$ cat config.mk
export PLATFORM = sky130hd
export DESIGN_NAME = spi_device_tx_serializer
export DESIGN_NICKNAME = d
export VERILOG_FILES = /design/src/rtl/spi_device_tx_serializer.sv
export SDC_FILE = /design/constraint.sdc
export NUM_CORES = 1
export LEC_CHECK = 0
export ABC_AREA = 0
export CAP_MARGIN = 20
export CORE_MARGIN = 8
export CORE_UTILIZATION = 30
export DETAILED_ROUTE_END_ITERATION = 12
export GPL_TIMING_DRIVEN = 0
export SKIP_LAST_GASP = 1
export SLEW_MARGIN = 20
export SYNTH_ARGS = -nofsm -noshare
export SYNTH_HDL_FRONTEND = slang
export SYNTH_SLANG_ARGS = --single-unit
export TNS_END_PERCENT = 1
$ cat constraint.sdc
create_clock -name clk_i -period 3 [get_ports clk_i]
set_clock_uncertainty 0.1 [all_clocks]
set_input_delay 0.9 -clock clk_i [delete_from_list [all_inputs] [get_ports clk_i]]
set_output_delay 0.9 -clock clk_i [all_outputs]
set_load 0.005 [all_outputs]
$ cat src/rtl/spi_device_tx_serializer.sv
// SPI device transmit path: byte FIFO from the register side, MSB-first mode-0
// serializer driven by oversampled host SCK/CSB, with underflow and byte-done strobes.
module spi_device_tx_serializer #(
    parameter int         FifoDepth   = 8,
    parameter logic [7:0] DefaultByte = 8'hFF,
    parameter int         SyncStages  = 2
) (
    input  logic                           clk_i,
    input  logic                           rst_ni,
    input  logic [7:0]                     tx_data_i,
    input  logic                           tx_valid_i,
    output logic                           tx_ready_o,
    input  logic                           flush_i,
    output logic [$clog2(FifoDepth+1)-1:0] fifo_depth_o,
    input  logic                           sck_i,
    input  logic                           csb_i,
    output logic                           sdo_o,
    output logic                           sdo_en_o,
    output logic                           byte_done_o,
    output logic                           txunderflow_o
);

    localparam int              PtrW      = (FifoDepth > 1) ? $clog2(FifoDepth) : 1;
    localparam int              CntW      = $clog2(FifoDepth + 1);
    localparam logic [CntW-1:0] FullCount = CntW'(FifoDepth);
    localparam logic [0:0]      StIdle    = 1'b0;
    localparam logic [0:0]      StShift   = 1'b1;

    logic [7:0]            r_mem [FifoDepth];
    logic [PtrW-1:0]       r_wptr;
    logic [PtrW-1:0]       r_rptr;
    logic [CntW-1:0]       r_count;
    logic [SyncStages-1:0] r_sck_sync;
    logic [SyncStages-1:0] r_csb_sync;
    logic                  r_sck_q;
    logic                  r_csb_q;
    logic [0:0]            r_state;
    logic [7:0]            r_shift;
    logic [2:0]            r_bitcnt;
    logic                  r_sdo_en;
    logic                  r_byte_done;
    logic                  r_underflow;

    logic w_sck;
    logic w_csb;
    logic w_csb_fall;
    logic w_csb_rise;
    logic w_sck_fall;
    logic w_empty;
    logic w_load;
    logic w_push;
    logic w_pop;

    assign w_sck      = r_sck_sync[SyncStages-1];
    assign w_csb      = r_csb_sync[SyncStages-1];
    assign w_csb_fall = r_csb_q & ~w_csb;
    assign w_csb_rise = ~r_csb_q & w_csb;
    assign w_sck_fall = r_sck_q & ~w_sck;

    assign w_empty    = (r_count == '0);
    assign tx_ready_o = (r_count != FullCount);
    // A new byte enters the shifter at frame start and after every completed byte.
    assign w_load     = ((r_state == StIdle) && w_csb_fall) ||
                        ((r_state == StShift) && !w_csb_rise && w_sck_fall && (r_bitcnt == 3'd7));
    assign w_pop      = w_load && !w_empty;
    assign w_push     = tx_valid_i && tx_ready_o && !flush_i;

    assign fifo_depth_o  = r_count;
    assign sdo_o         = r_shift[7];
    assign sdo_en_o      = r_sdo_en;
    assign byte_done_o   = r_byte_done;
    assign txunderflow_o = r_underflow;

    always_ff @(posedge clk_i or negedge rst_ni) begin
        if (!rst_ni) begin
            r_sck_sync <= '0;
            r_csb_sync <= '1;
            r_sck_q    <= 1'b0;
            r_csb_q    <= 1'b1;
        end else begin
            r_sck_sync <= SyncStages'({r_sck_sync, sck_i});
            r_csb_sync <= SyncStages'({r_csb_sync, csb_i});
            r_sck_q    <= w_sck;
            r_csb_q    <= w_csb;
        end
    end

    always_ff @(posedge clk_i) begin
        if (w_push) begin
            r_mem[r_wptr] <= tx_data_i;
        end
    end

    always_ff @(posedge clk_i or negedge rst_ni) begin
        if (!rst_ni) begin
            r_wptr  <= '0;
            r_rptr  <= '0;
            r_count <= '0;
        end else if (flush_i) begin
            r_wptr  <= '0;
            r_rptr  <= '0;
            r_count <= '0;
        end else begin
            if (w_push) begin
                r_wptr <= r_wptr + 1'b1;
            end
            if (w_pop) begin
                r_rptr <= r_rptr + 1'b1;
            end
            if (w_push && !w_pop) begin
                r_count <= r_count + 1'b1;
            end else if (!w_push && w_pop) begin
                r_count <= r_count - 1'b1;
            end
        end
    end

    always_ff @(posedge clk_i or negedge rst_ni) begin
        if (!rst_ni) begin
            r_state     <= StIdle;
            r_shift     <= 8'h00;
            r_bitcnt    <= 3'd0;
            r_sdo_en    <= 1'b0;
            r_byte_done <= 1'b0;
            r_underflow <= 1'b0;
        end else begin
            r_byte_done <= 1'b0;
            r_underflow <= 1'b0;
            if (r_state == StIdle) begin
                if (w_csb_fall) begin
                    r_state  <= StShift;
                    r_sdo_en <= 1'b1;
                    r_bitcnt <= 3'd0;
                end
            end else begin
                // CSB rise wins over a coincident SCK fall; the partial byte is dropped.
                if (w_csb_rise) begin
                    r_state  <= StIdle;
                    r_sdo_en <= 1'b0;
                    r_bitcnt <= 3'd0;
                end else if (w_sck_fall) begin
                    if (r_bitcnt == 3'd7) begin
                        r_byte_done <= 1'b1;
                        r_bitcnt    <= 3'd0;
                    end else begin
                        r_shift  <= {r_shift[6:0], 1'b0};
                        r_bitcnt <= r_bitcnt + 3'd1;
                    end
                end
            end
            if (w_load) begin
                if (w_empty) begin
                    r_shift     <= DefaultByte;
                    r_underflow <= 1'b1;
                end else begin
                    r_shift <= r_mem[r_rptr];
                end
            end
        end
    end

endmodule

After elaboration in Yosys (flattened, before gate mapping)
Memory sizes are Yosys's and may differ from the RTL's. Cells that the tools add are included. Widths: inputs -> output; s select.

Flip-flop bits (word level): 31. Output and inout bits: 9. Memories: 1. Bits in writable memories: 64. Word-level logic and storage cells: 89.

Reduce and logical (&&, ||, !) cells: 25. Eq/ne operators: 6. Bitwise gates (word level): 7. Mux-type cells: 32. Add/subtract/negate cells: 5.

Memories: r_mem (words 8, width 8, read ports 1, clocked after Yosys merged registers in 0, wr ports 1, RTL line 29) `logic [7:0] r_mem [FifoDepth];`.

Operators with widths (count): $mux 8 (6); $mux 3 (9); $mux 1 (14); $mux 4 (3); $reduce_bool 2->1 (5); $add 3x1->3 const B (3); $logic_and 1x1->1 (9); $logic_not 1->1 (5); $add 4x1->4 const B (1); $logic_not 4->1 (1); $ne 2x1->1 const B (2); $ne 4x4->1 const B (1); $not 1->1 (4); $reduce_and 2->1 (2); $reduce_and 4->1 (1); $sub 4x1->4 const B (1); $and 1x1->1 (3); $eq 3x3->1 const B (1); $ne 3x1->1 const B (1); $reduce_bool 3->1 (1); $ne 2x2->1 const B (1); $logic_or 1x1->1 (1).

Depth between registers and ports, before layout
Word-level depth: 12. Depth in mapped cells: 14.

Least setup slack after synthesis
Ideal clock, no wire load.

Path kind: register to register. Start point: register r_bitcnt[0]. End point: register r_count[3], in the netlist fifo_depth_o[3]. Period minus slack after synthesis: 2684 ps. Path slack: 316 ps. Library setup time: 82 ps. Cell stages (with the launch flop): 15. Buffers on the path: 2. Arrival: 2502 ps. Cells stage by stage: dfrtp_1 ha_1 ha_1 and2_4 a31o_4 buf_6 buf_2 nand2_1 nand2_1 ha_1 a21oi_1 nand2_1 nor4_1 nand2_1 a31oi_1.

Longest elaborated chain between the ends: 8.

Ends and longest elaborated chain: start: declaration (RTL line 39) `logic [2:0] r_bitcnt;`; start signal: assignment (RTL line 147) `r_bitcnt <= r_bitcnt + 3'd1;`; $eq 3x3->1 * (RTL line 64) `((r_state == StShift) && !w_csb_rise && w_sck_fall && (r_bitcnt == 3'd7));`; $logic_and 1x1->1 * (RTL line 64); $logic_or 1x1->1 * (RTL line 63) `assign w_load = ((r_state == StIdle) && w_csb_fall) ||`; $logic_and 1x1->1 * (RTL line 65) `assign w_pop = w_load && !w_empty;`; $logic_not 1->1 (RTL line 110) `if (w_push && !w_pop) begin`; $logic_and 1x1->1 (RTL line 110); $mux 4 (RTL line 110); $mux 4 (RTL line 99) `end else if (flush_i) begin`; end signal: assignment (RTL line 111) `r_count <= r_count + 1'b1;`; end signal: assignment (RTL line 113) `r_count <= r_count - 1'b1;`; end: declaration (RTL line 32) `logic [CntW-1:0] r_count;`.

Every way passes the cells marked *; elsewhere a longest branch is shown, timed or not. A chain may end at the register's enable or synchronous reset.

Worst setup path in the final report
Start point: register r_count[0], in the netlist fifo_depth_o[0]. End point: output port tx_ready_o.

Longest elaborated chain between the ends: 1.

Ends and longest elaborated chain: $ne 4x4->1 (RTL line 61) `assign tx_ready_o = (r_count != FullCount);`; end: declaration (RTL line 12) `output logic tx_ready_o,`.

Every way passes these cells.

==> metrics <==
final instance area=4800 um2; Leak=1.69 nW; max cap viols=0; share of the synthesized area in the top cell type=47.5%; most common cell in the netlist=edfxtp_1; PwrDens=651 nW/um2; first drt pass iteration count=4; number of flops mapped to enable cells by yosys=64; status=complete, no violations; die width=132 um; switching share of power=between 20% and 30%; Netlist cell types=44; drt drc=0; dpl cells=457; H-tree Lvls=3; chip height=132 um; port bufs=21; Post-Syn Instances=about 260; clock insertion delay at the later pin of the skew report=0.34 ns; largest family of logic cells by synthesized area=multiplexers; Avg Cell Area, Syn=approximately 16 um2; Least-Margin Pin Slew=0.938 ns; Net count, final=approximately 310; clk root buf=clkbuf_16; GR Util All Layers=between 9 and 10%; hold path startpoint=r_sck_sync[0]$_DFF_PN0_; clock transition at the registers of the reported paths=0.07 ns; grt ovf=0; Synth Cell Area=slightly above 4000 um2; post-route minimum period=roughly 2.9 ns; post-synthesis mux area share=13.9%; CTS tree=built; synth warn=0; Worst R2R Start=r_bitcnt[0]$_DFFE_PN0P_; Yosys reg bits=95; sequential power share=50.4%; vias in the first global route=2220; unrepaired setup endpoints after global routing=no; Slew Viols, Final=0; area grow syn2layout=18.6%; Net Switching=0.000796 W; Routed WL=7620 um; Final Hold Vio Count=0; slowest stage cell, crit path=clkdlybuf4s50_1; Fmax achieved=about 0.35 GHz; Post-Syn Nets=279; CTS buffer count=9; Ports=23; Routability Congestion=0.709; xor/xnor share of the synthesized area=1.08%; clock power share=about a third; Ant. Diodes=0; crit-path max FO=7; Seq/Total Area, Yosys=roughly 67%; Starting Density=~31%; Critical Path AT=1.87 ns; crit start category=flop; Avg WL per Cell=16.2 um; worst hold path class=reg -> reg; initial DRC count=roughly 120; initial antenna violation count=0; area share of fa/ha/maj cells after synthesis=2.35%; Placed Instance Area=approximately 4500 um2; Simple-Gate Fraction of Synth Area=8.07%; Hold Slack=around 0.25 ns; standard-cell rows=between 40 and 50; Routed Antenna Nets=0; hpwl dp=a little over 5000 um; slew margin rel.=37.2%; CP required=2.00 ns; total vias in the final route=roughly 2200; CP Launch Point=fifo_depth_o[0]$_DFFE_PN0P_; Layout Cells excl Fill=471; CTS sink count=95; Comb pwr share=between 10% and 20%; asr flop ratio synth=32.6%; largest net degree at the start of global routing=32; Setup violations, final=0; Clock Path Buffers=2; crit-path cells=nor3_2 > nand2_1 > clkdlybuf4s50_1; critical path class=reg -> out; post-route setup TNS=0 ns; most frequent cells after synthesis=edfxtp_1 (64), dfrtp_1 (28), nand2_1 (21), nor2_1 (21), a21oi_1 (16); crit-path max cell delay=0.50 ns; Core ar.=about 13000 um2; first-pass GRT wire length=12400 um; area leader, netlist=edfxtp_1; Synth Flop Type=edfxtp_1; ranking of synthesized cells by area=edfxtp_1 (47%), dfrtp_1 (17%), mux4_2 (6.1%); layout cells sized above 1=20.3%; post-synthesis compound-gate area fraction=5.16%; worst vdd ir=0.000271 V; crit end category=output pin; routed vias/inst=4.63; internal power=0.00233 W; ratio of final minimum period to clock period=95.7%; die area=17500 um2
## worst max-delay path, delay by kind of cell (launching register included)
kind          cells  cell delay [ns]
simple gates      2             0.59
buf+inv           1             0.50
flops             1             0.43
## final cells by class
class                           count  area (um2)
Fill cell                        1242        8390
Multi-Input combinational cell    146        1280
Inverter                            5        18.8
Buffer                             11        86.3
Sequential cell                    95        2700
Clock buffer                        9         225
Clock inverter                      6        52.6
Tap cell                          176         220
Timing Repair Buffer               23         220
## stage by stage
step,power [W],setup slack [ns],utilization [%]
after floorplan,0.00190,0.316,-
final,0.00313,0.129,36.4
after global placement,0.00205,-0.395,34.0
after CTS,0.00315,0.0406,36.2
after detailed placement,0.00207,0.00972,34.1
after global routing,0.00328,0.0173,36.4
## sequential cells by signal (all words and copies together) (netlist names), 2 cells and up
register	flops
fifo_depth_o	4
r_wptr	3
r_shift	8
r_sck_sync	2
r_csb_sync	2
r_rptr	3
r_bitcnt	3
r_mem	64
## layer usage
| layer | global-route usage (%) | vias up | share of wire [%] |
|---|---|---|---|
| met5 | 0 | - | 0 |
| met4 | 3.22 | 0 | 1.4 |
| met3 | 2.97 | 12 | 3.9 |
| met2 | 15.3 | 31 | 50 |
| met1 | 10.9 | 1106 | 45 |
| li1 | - | 1030 | - |
## path summary, 6_finish.rpt
path                                                    end  slack [ns]  cells past startpoint
worst min-delay path                r_sck_sync[1]$_DFF_PN0_        0.25                      0
min in group asynchronous             r_rptr[2]$_DFFE_PN0P_        0.50                      1
worst min register to register      r_sck_sync[1]$_DFF_PN0_        0.25                      0
worst max register to register  fifo_depth_o[3]$_DFFE_PN0P_        0.32                     13
max in group asynchronous            r_shift[0]$_DFFE_PN0P_        1.84                      1
worst max-delay path                             tx_ready_o        0.13                      3
## cells by family (layout without fill, tap and decap cells)
group | Yosys count | in the layout
adder cells (fa/ha/maj) | 7 | 7
multiplexers | 33 | 33
AND/OR/NAND/NOR | 68 | 68
AO/OA/AOI/OAI | 33 | 33
flip-flops | 95 | 95
buffers and inverters | 17 | 54
XOR/XNOR | 5 | 5
## cells in the final DEF, fill, tap and decap left out, types with 2 or more instances in the layout
cell	synthesis	layout
a211oi_1	2	2
a21oi_1	16	15
buf_2	3	3
buf_4	1	3
buf_6	3	3
clkbuf_1	4	4
clkbuf_16	0	9
clkdlybuf4s50_1	0	20
dfrtp_1	28	28
dfstp_2	3	3
edfxtp_1	64	64
ha_1	6	5
inv_1	5	5
inv_6	0	2
inv_8	0	2
mux2_2	7	7
mux2i_1	9	9
mux4_1	5	5
mux4_2	11	11
nand2_1	21	18
nand2_2	0	3
nand2b_1	8	8
nand3_1	6	6
nor2_1	21	21
nor2b_1	2	2
nor3_2	1	3
o21ai_0	6	6
xnor2_1	2	2
xor2_1	3	3
## power groups by stage
stage | combinational (W) | sequential, W | clock [W]
final | 0.000484 | 0.00158 | 0.00107
after global routing | 0.000541 | 0.00159 | 0.00114
after floorplan | 0.000313 | 0.00159 | 0
after global placement | 0.000451 | 0.00159 | 0
after CTS | 0.000475 | 0.00157 | 0.00110
after detailed placement | 0.000472 | 0.00160 | 0
## what timing repair did
action                                  in CTS  in global routing
setup buffers                                0                  0
gates resized for setup                      0                  6
hold buffers                                 0                  0
endpoints found under the setup margin       0                  1
No activity file was read; power rests on OpenSTA's default activity.
